==> config.mk <==
export PLATFORM = sky130hd
export DESIGN_NAME = ram_ctrl
export DESIGN_NICKNAME = d
export VERILOG_FILES = /design/src/rtl/ram_ctrl.sv
export SDC_FILE = /design/constraint.sdc
export NUM_CORES = 1
export LEC_CHECK = 0
export ABC_AREA = 1
export BUFFER_PORTS_ARGS = -buffer_cell sky130_fd_sc_hd__buf_4
export CAP_MARGIN = 40
export CORE_MARGIN = 2
export CORE_UTILIZATION = 38
export CTS_CLUSTER_SIZE = 10
export DETAILED_ROUTE_END_ITERATION = 10
export GPL_ROUTABILITY_DRIVEN = 0
export GPL_TIMING_DRIVEN = 0
export SETUP_SLACK_MARGIN = 0.15
export SLEW_MARGIN = 20
export SYNTH_ARGS = -nofsm -noshare
export SYNTH_HDL_FRONTEND = slang
export SYNTH_SLANG_ARGS = --single-unit
==> constraint.sdc <==
create_clock -name clk -period 3.75 [get_ports clk]
set_input_delay 0.75 -clock clk [delete_from_list [all_inputs] [get_ports clk]]
set_output_delay 0.75 -clock clk [all_outputs]
set_load 0.005 [all_outputs]
==> src/rtl/ram_ctrl.sv <==
// Burst controller for a single-port synchronous RAM.
// Reads cost 2 cycles/word, writes at least 3 cycles/word.
module ram_ctrl #(
    parameter int AddrSize = 11,
    parameter int WordSize = 9
) (
    input  logic                clk,
    input  logic                rst_n,
    input  logic                start,
    input  logic                dir,
    input  logic [AddrSize-1:0] base_addr,
    input  logic [7:0]          len,
    input  logic [WordSize-1:0] wd_data,
    input  logic                wd_valid,
    output logic                wd_ready,
    output logic [WordSize-1:0] rd_data,
    output logic                rd_valid,
    output logic                busy,
    output logic                done,
    output logic [AddrSize-1:0] mem_addr,
    output logic [WordSize-1:0] mem_di,
    input  logic [WordSize-1:0] mem_do,
    output logic                mem_en,
    output logic                mem_we,
    output logic                mem_re
);

    typedef enum logic [2:0] {
        IDLE,
        R_ISSUE,
        R_CAPTURE,
        W_SETUP,
        W_STROBE,
        W_HOLD
    } state_e;

    state_e              state_q;
    logic [AddrSize-1:0] addr_q;
    logic [AddrSize-1:0] addr_d;
    logic [7:0]          cnt_q;
    logic [7:0]          cnt_d;
    logic [AddrSize-1:0] mem_addr_q;
    logic [WordSize-1:0] mem_di_q;
    logic [WordSize-1:0] rd_data_q;
    logic                mem_en_q;
    logic                mem_we_q;
    logic                mem_re_q;
    logic                wd_ready_q;
    logic                rd_valid_q;
    logic                busy_q;
    logic                done_q;

    // Address wraps naturally at 2^AddrSize.
    assign addr_d = addr_q + 1'b1;
    assign cnt_d  = cnt_q - 8'd1;

    always_ff @(posedge clk or negedge rst_n) begin
        if (!rst_n) begin
            state_q    <= IDLE;
            addr_q     <= '0;
            cnt_q      <= '0;
            mem_addr_q <= '0;
            mem_di_q   <= '0;
            rd_data_q  <= '0;
            mem_en_q   <= 1'b0;
            mem_we_q   <= 1'b0;
            mem_re_q   <= 1'b0;
            wd_ready_q <= 1'b0;
            rd_valid_q <= 1'b0;
            busy_q     <= 1'b0;
            done_q     <= 1'b0;
        end else begin
            rd_valid_q <= 1'b0;
            done_q     <= 1'b0;
            unique case (state_q)
                IDLE: begin
                    if (start) begin
                        addr_q <= base_addr;
                        cnt_q  <= len;
                        busy_q <= 1'b1;
                        if (dir) begin
                            wd_ready_q <= 1'b1;
                            state_q    <= W_SETUP;
                        end else begin
                            mem_addr_q <= base_addr;
                            mem_en_q   <= 1'b1;
                            mem_re_q   <= 1'b1;
                            state_q    <= R_ISSUE;
                        end
                    end
                end
                R_ISSUE: begin
                    mem_en_q <= 1'b0;
                    mem_re_q <= 1'b0;
                    state_q  <= R_CAPTURE;
                end
                R_CAPTURE: begin
                    rd_data_q  <= mem_do;
                    rd_valid_q <= 1'b1;
                    if (cnt_q == 8'd0) begin
                        done_q  <= 1'b1;
                        busy_q  <= 1'b0;
                        state_q <= IDLE;
                    end else begin
                        addr_q     <= addr_d;
                        cnt_q      <= cnt_d;
                        mem_addr_q <= addr_d;
                        mem_en_q   <= 1'b1;
                        mem_re_q   <= 1'b1;
                        state_q    <= R_ISSUE;
                    end
                end
                W_SETUP: begin
                    if (wd_valid) begin
                        mem_addr_q <= addr_q;
                        mem_di_q   <= wd_data;
                        mem_en_q   <= 1'b1;
                        mem_we_q   <= 1'b1;
                        wd_ready_q <= 1'b0;
                        state_q    <= W_STROBE;
                    end
                end
                W_STROBE: begin
                    mem_we_q <= 1'b0;
                    mem_en_q <= 1'b0;
                    state_q  <= W_HOLD;
                end
                W_HOLD: begin
                    // mem_addr/mem_di stay put until the next handshake.
                    if (cnt_q == 8'd0) begin
                        done_q  <= 1'b1;
                        busy_q  <= 1'b0;
                        state_q <= IDLE;
                    end else begin
                        addr_q     <= addr_d;
                        cnt_q      <= cnt_d;
                        wd_ready_q <= 1'b1;
                        state_q    <= W_SETUP;
                    end
                end
                default: state_q <= IDLE;
            endcase
        end
    end

    assign mem_addr = mem_addr_q;
    assign mem_di   = mem_di_q;
    assign rd_data  = rd_data_q;
    assign mem_en   = mem_en_q;
    assign mem_we   = mem_we_q;
    assign mem_re   = mem_re_q;
    assign wd_ready = wd_ready_q;
    assign rd_valid = rd_valid_q;
    assign busy     = busy_q;
    assign done     = done_q;

endmodule

==> impl_results.md, run 1 <==
* Setup Buffers After CTS at 0
* GR Overflow Total at 0
* Worst-margin pin slew at 0.5110 ns
* Netlist cell types at 26
* Max Buffers Root-to-Sink at 2
* Final Net Count at 588
* # setup viols final at 0
* 1st-iter DRT viols at 220
* Clock Sinks at 58
* Endpoints failing hold at 0
* CTS tree: yes
* I/O pin cnt at 78
* Worst setup margin at 1.703 ns
* Sw frac at 0.4221
* Post-synth EDFFs at 0
* Clock share of power at 0.201
* Die area at 9138 µm²
* Critical path peak fanout at 8
* Max_cap viols at 0
* Num CTS Buffers at 9
* Initial Util at 0.3900
* Largest net degree at the start of global routing at 59
* Vias per cell at 4.708
* Antenna viol nets, final at 0
* Die Y at 95.60 µm
* Area of the core at 8175 µm²
* Mean cell area of the mapped netlist at 7.007 µm²
* CP Data Required Time at 3.97 ns
* Leading area contributor after synthesis: dfrtp_1
* Count leader, synth: nand2_1
* Peak supply drop at 374.5 µV
* Unrepaired setup endpoints after global routing: no
* Routed WL per cell at 12.50 µm
* GRT Total Usage at 0.1960
* Hold Buf Count CTS at 0
* Power per cell area at 930.8 nW/µm²
* Yosys warnings at 0
* Largest family of logic cells by synthesized area: simple AND/OR/NAND/NOR gates
* Share of layout cells above drive strength 1 at 0.2277
* Yosys top cell area share at 0.4553
* Top_reg_cell synth: dfrtp_1
* CP endpoint kind: flip-flop
* Clock Skews at 0.005696 ns
* Post-Synth XOR/XNOR Area at 0.005495
* Gate power share at 0.507
* RR Endpoint: mem_addr[5]
* FP Rows at 33
* Sequential share of power at 0.291
* Simple-gate share of the synthesized area at 0.3713
* Cells after Synth at 455
* Synth Area in Compound Gates at 0.07496
* R2r worst-path depth at 9
* Slew margin rel. at 0.6593
* Vias in the first global route at 2997
* Final min period at 2.047 ns
* Clock Pin Slew Worst Setup and Hold Paths at 0.07 ns
* Final period util at 0.5459
* Static Leak at 2.350 nW
* Switch Pwr at 1.647 mW
* Fin Setup TNS at 0 ns
* Slew Viols, Final at 0
* First-pass GRT wire length at 13.80 mm
* Post-synth top cells: nand2_1 (216), dfrtp_1 (58), inv_1 (41), nor2_1 (31), nand3_1 (26)
* Clk_lat worst skew at 0.34 ns
* Syn Nets at 499
* Number of buffers added on ports at 77
* Final wirelength at 8.173 mm
* Synth Area in Adders at 0.007849
* Synth Register Bits at 58
* CP Data Arrival Time at 2.27 ns
* 1st-pass router iterations at 4
* # DRC at 0
* Hold Path Class: in -> async
* Total number of vias at 3079
* Reg2Reg Setup Slack at 1.70 ns
* P_int at 2.255 mW
* Status: completed
* Antenna violations before repair at 0
* Pre-CTS WS at 1.725 ns
* Area grow syn2layout at 31.48%
* Post-synth ARST share at 1.000
* Type of origin of the critical path: flip-flop
* Reg2reg start: cnt_q[0]
* Post_cts resized at 0
* Sequential area share after synthesis at 0.4553
* Htree depth at 3
* # diodes at 0
* FILL cells at 870
* Crit Path Category: reg -> reg
* Synth Cell Area at 3188 µm²
* Fmax achieved at 488.5 MHz
* Die X at 95.60 µm
* Multiplexer share of the synthesized area at 0
* HPWL after DPL at 5.864 mm
* Area contributors post-synth: dfrtp_1 (46%), nand2_1 (25%), inv_1 (4.8%)
* Clk root buf: clkbuf_8
-- how the worst max path moves through the flow --
stage               slack, ns       start  depth (start not counted)          end
floorplan                2.21  state_q[0]                         10     cnt_q[4]
global placement         1.74  state_q[2]                          9  mem_addr[5]
detailed placement       1.72  state_q[2]                          9  mem_addr[5]
CTS                      1.72  state_q[2]                          9  mem_addr[5]
global route             1.49    cnt_q[0]                          9  mem_addr[5]
finish                   1.70    cnt_q[0]                          9  mem_addr[5]
-- cell families after synthesis --
| kind of cell | Yosys count |
|---|---|
| buf+inv | 61 |
| fa+ha+maj | 2 |
| flops | 58 |
| simple gates | 291 |
| xor+xnor | 2 |
| compound gates | 41 |
-- power groups by stage --
stage | logic [mW] | registers (mW) | clock network, mW
4_1_cts | 2.00 | 1.14 | 0.805
3_5_place_dp | 1.99 | 1.15 | 0
3_3_place_gp | 1.96 | 1.14 | 0
2_1_floorplan | 1.31 | 1.13 | 0
5_1_grt | 2.29 | 1.18 | 0.829
6_report | 1.98 | 1.14 | 0.786
-- per-stage QoR --
step	util	cells	hold slack, ns	area (µm²)	power [mW]
2_1_floorplan	-	455	0.4412	3188	2.435
3_3_place_gp	0.4767	637	0.4558	3897	3.101
3_5_place_dp	0.4767	637	0.4607	3897	3.137
4_1_cts	0.5093	653	0.4787	4164	3.943
5_1_grt	0.5127	654	0.1794	4192	4.301
6_report	0.5127	654	0.1948	4192	3.902
-- sequential cells by signal, summed over array words and instances, names as in the netlist, 3 cells and up --
signal    count
mem_addr     11
mem_di        9
rd_data       9
state_q       3
addr_q       11
cnt_q         8
-- placed cells by master (no fill, tap or decap), types with 3 or more instances in the layout --
cell / Yosys / routed
nand2_1: 216 / 216
buf_4: 3 / 80
dfrtp_1: 58 / 58
inv_1: 41 / 41
nor2_1: 31 / 31
nand3_1: 26 / 26
o21ai_0: 21 / 21
clkbuf_8: 0 / 10
nand4_1: 8 / 8
o21ai_2: 7 / 7
a21oi_1: 6 / 6
buf_2: 5 / 5
clkbuf_1: 4 / 5
inv_2: 4 / 4
nand2_2: 4 / 4
o21ai_1: 4 / 4
bufinv_16: 0 / 4
buf_6: 3 / 3
-- layer usage --
metal / vias to the layer above / share of wire / global-route usage
met4: 0 / 0.013 / 0.06786
met1: 1386 / 0.46 / 0.2556
met5: - / 0 / 0
met3: 11 / 0.062 / 0.04269
li1: 1592 / - / -
met2: 90 / 0.46 / 0.3211
-- critical path, cell delays in order, from the launching register on --
cell and delay, ns:
dfrtp_1 0.38, inv_1 0.11, ha_1 0.18, nand2_1 0.08, nor2_1 0.27, nand3_1 0.31
nand3_2 0.22, inv_1 0.15, o21ai_1 0.16, nand2_1 0.08
-- layout make-up --
class	instances	area, µm²	share of cell area
timing repair buffer	78	605.6	0.1445
sequential	58	1451	0.3463
multi-input combinational	336	1465	0.3496
buffer	15	96.34	0.02299
clock buffer	11	141.4	0.03373
clock inverter	5	125.1	0.02985
inverter	46	175.2	0.04179
tap	105	131.4	0.03134
(Power assumes the default switching activity.)
==> run 2, diff against run 1 <==
Settings changed: ABC_AREA 1 to 0.
Clock period 3.75 ns to 1.8 ns, I/O delays scaled along.
==> run 2 against run 1 <==
The flow now finishes with violations (setup timing); largest cell class unchanged; register-to-register slack got worse by 1.9 ns; clock-buffer cell count did not move; flip-flop and latch count did not move; non-clock buffer count rose by 36; die area fell by 0.82%.
==> impl_results.md, run 2 <==
* Post-synth ARST share at 1.000 (unchanged)
* Final wirelength at 9.448 mm (was 8.173 mm)
* Worst-margin pin slew at 0.5453 ns (was 0.5110 ns)
* Clock Pin Slew Worst Setup and Hold Paths at 0.07 ns (about the same)
* P_int at 5.826 mW (was 2.255 mW)
* Critical path peak fanout at 5 (was 8)
* Antenna viol nets, final at 0 (unchanged)
* Max Buffers Root-to-Sink at 2 (unchanged)
* # diodes at 0 (unchanged)
* Clk_lat worst skew at 0.34 ns (about the same)
* Peak supply drop at 882.2 µV (was 374.5 µV)
* Final Net Count at 488 (was 588)
* Vias per cell at 5.628 (was 4.708)
* Vias in the first global route at 2957 (was 2997)
* Sequential share of power at 0.264 (was 0.291)
* # DRC at 0 (unchanged)
* Commonest non-fill, non-tap cells in the layout: buf_4 (99), dfrtp_1 (58), nand2_1 (39) (was nand2_1 (216), buf_4 (80), dfrtp_1 (58))
* Type of origin of the critical path: flip-flop (unchanged)
* Post-Synth XOR/XNOR Area at 0.005542 (was 0.005495)
* Htree depth at 3 (unchanged)
* Mean cell area of the mapped netlist at 9.725 µm² (was 7.007 µm²)
* Final period util at 1.105 (was 0.5459)
* Crit-path leading delay family: flip-flops (was simple AND/OR/NAND/NOR gates)
* CP Data Required Time at 2.02 ns (was 3.97 ns)
* Slowest library cell on the worst path: dfrtp_1 (unchanged)
* Cells after Synth at 325 (was 455)
* Top_reg_cell synth: dfrtp_1 (unchanged)
* Yosys warnings at 0 (unchanged)
* Clock share of power at 0.127 (was 0.201)
* 1st-iter DRT viols at 115 (was 220)
* CP Data Arrival Time at 2.21 ns (was 2.27 ns)
* Leading area contributor after synthesis: dfrtp_1 (unchanged)
* Commonest non-fill, non-tap cell in the layout: buf_4 (was nand2_1)
* I/O pin cnt at 78 (unchanged)
* Total number of vias at 3118 (was 3079)
* Netlist cell types at 53 (was 26)
* Synth Area in Compound Gates at 0.2233 (was 0.07496)
* Violated checks: setup timing
* Synth Register Bits at 58 (unchanged)
* Slowest stage delay, CP at 0.41 ns (was 0.38 ns)
* Hold Path Class: in -> reg (was in -> async)
* Static Leak at 2.124 nW (was 2.350 nW)
* Final min period at 1.988 ns (was 2.047 ns)
* GR Overflow Total at 0 (unchanged)
* Clock Sinks at 58 (unchanged)
* Endpoints failing hold at 0 (unchanged)
* Post-synth EDFFs at 0 (unchanged)
* FP Rows at 33 (unchanged)
* Count leader, synth: dfrtp_1 (was nand2_1)
* 1st-pass router iterations at 5 (was 4)
* Slew Viols, Final at 0 (unchanged)
* Simple-gate share of the synthesized area at 0.1615 (was 0.3713)
* Largest family of logic cells by synthesized area: compound AO/OA/AOI/OAI gates (was simple AND/OR/NAND/NOR gates)
* Die Y at 95.20 µm (was 95.60 µm)
* Yosys top cell area share at 0.4592 (was 0.4553)
* GRT Total Usage at 0.2094 (was 0.1960)
* Worst setup margin at -0.1884 ns (was 1.703 ns)
* Clk root buf: clkbuf_8 (unchanged)
* Slew margin rel. at 0.6327 (was 0.6593)
* Sequential area share after synthesis at 0.4592 (was 0.4553)
* CTS tree: yes (unchanged)
* Total power at 9.721 mW (was 3.902 mW)
* Antenna violations before repair at 0 (unchanged)
* Initial Util at 0.3886 (was 0.3900)
* Unrepaired setup endpoints after global routing: yes (was no)
* Max_cap viols at 0 (unchanged)
* Die X at 95.20 µm (was 95.60 µm)
* Largest net degree at the start of global routing at 59 (unchanged)
* HPWL after DPL at 5.989 mm (was 5.864 mm)
* CP endpoint kind: flip-flop (unchanged)
* FILL cells at 713 (was 870)
* Fin Setup TNS at -3.476 ns (was 0 ns)
* Sw frac at 0.4007 (was 0.4221)
* Number of buffers added on ports at 77 (unchanged)
* Num CTS Buffers at 9 (unchanged)
* Routed WL per cell at 17.05 µm (was 12.50 µm)
* Buf/Inv on CP at 2 (unchanged)
* Post-synth top cells: dfrtp_1 (58), nand2_1 (40), mux2_2 (24), nor2_1 (19), a21oi_1 (17) (was nand2_1 (216), dfrtp_1 (58), inv_1 (41), nor2_1 (31), nand3_1 (26))
* Syn Nets at 369 (was 499)
* Multiplexer share of the synthesized area at 0.09501 (was 0)
* Power per cell area at 2037 nW/µm² (was 930.8 nW/µm²)
* Switch Pwr at 3.895 mW (was 1.647 mW)
* Die area at 9063 µm² (was 9138 µm²)
* # setup viols final at 28 (was 0)
* Crit Path Category: reg -> reg (unchanged)
* First-pass GRT wire length at 14.67 mm (was 13.80 mm)
* Fmax achieved at 502.9 MHz (was 488.5 MHz)
* Clock Skews at 0.008854 ns (was 0.005696 ns)
* Area of the core at 8134 µm² (was 8175 µm²)
* Crit path cell chain: inv_2 > ha_4 > nor4b_4 > nand2_2 > o311ai_4 > buf_6 > mux2_4 (was inv_1 > ha_1 > nand2_1 > nor2_1 > nand3_1 > nand3_2 > inv_1 > o21ai_1 > nand2_1)
* Status: finished with violations (was completed)
* Gate power share at 0.608 (was 0.507)
* Area grow syn2layout at 50.99% (was 31.48%)
* Share of layout cells above drive strength 1 at 0.4677 (was 0.2277)
* Area contributors post-synth: dfrtp_1 (46%), mux2_2 (8.6%), nand2_1 (4.8%) (was dfrtp_1 (46%), nand2_1 (25%), inv_1 (4.8%))
* Synth Cell Area at 3161 µm² (was 3188 µm²)
* Synth Area in Adders at 0.007918 (was 0.007849)
-- run 2: cell type report --
class                           instances  area [µm²]  area share
Timing Repair Buffer                  108       897.1      0.1880
Inverter                               13       53.80     0.01127
Multi-Input combinational cell        233        1863      0.3904
Tap cell                              105       131.4     0.02753
Sequential cell                        58        1451      0.3041
Buffer                                 21       171.4     0.03592
Clock buffer                           11       151.4     0.03173
Clock inverter                          5       52.55     0.01101
-- run 2: metal layers --
metal / part of all wire / global-route usage / vias up
met5: 0 / 0 / -
met4: 0.015 / 0.06763 / 0
met3: 0.067 / 0.06166 / 16
met2: 0.48 / 0.3380 / 101
met1: 0.44 / 0.2698 / 1542
li1: - / - / 1459
-- run 2: worst register-to-register path: stages (launching register included) --
cell,delay (ns)
dfrtp_1,0.41
inv_2,0.09
ha_4,0.13
nor4b_4,0.26
nand2_2,0.13
o311ai_4,0.33
buf_6,0.21
mux2_4,0.31
-- run 2: power by group through the flow --
stage / Sequential (mW) / Clock (mW) / Combinational, mW
CTS: 2.53 / 1.27 / 5.28
detailed placement: 2.52 / 0 / 4.20
floorplan: 2.44 / 0 / 2.79
global route: 2.66 / 1.32 / 6.35
global placement: 2.49 / 0 / 4.13
finish: 2.57 / 1.24 / 5.91
-- run 2: timing repair --
action | 4_1_cts | 5_1_grt
hold buffers | 0 | 1
resized for setup | 60 | 44
setup buffers | 20 | 6
setup endpoints to repair | 53 | 53
gates cloned | 2 | 2
endpoints found under the hold margin | 0 | 18
pin swaps | 9 | 6
-- run 2: stage by stage --
stage	hold slack [ns]	instance area, µm²	cells	worst slack, ns	util
after floorplan	0.06441	3209	325	-0.1546	-
after global placement	0.4612	3919	507	-0.4124	0.4818
after detailed placement	0.4642	3919	507	-0.4209	0.4818
after CTS	0.1171	4522	544	-0.1629	0.5559
after global routing	0.2074	4772	554	-0.2433	0.5867
final	0.2084	4772	554	-0.1884	0.5867
-- run 2: cells by family (layout without fill, tap and decap cells) --
kind of cell	Yosys count	after routing
multiplexers	27	27
buffers and inverters	35	158
AO/OA/AOI/OAI	99	99
flip-flops	58	58
AND/OR/NAND/NOR	102	103
XOR/XNOR	2	2
adder cells (fa/ha/maj)	2	2
-- run 2: path summary, 6_finish.rpt --
kind / startpoint / endpoint / slack (ns) / cells past startpoint
setup reg to reg: cnt_q[0] / mem_addr[8] / -0.19 / 7
min in group asynchronous: rst_n / mem_addr[8] / 0.44 / 2
setup / recovery: cnt_q[0] / mem_addr[8] / -0.19 / 7
hold reg to reg: rd_data[1] / rd_data[1] / 0.48 / 2
hold / removal: mem_do[5] / rd_data[5] / 0.21 / 3
max in group asynchronous: rst_n / state_q[2] / 0.87 / 3
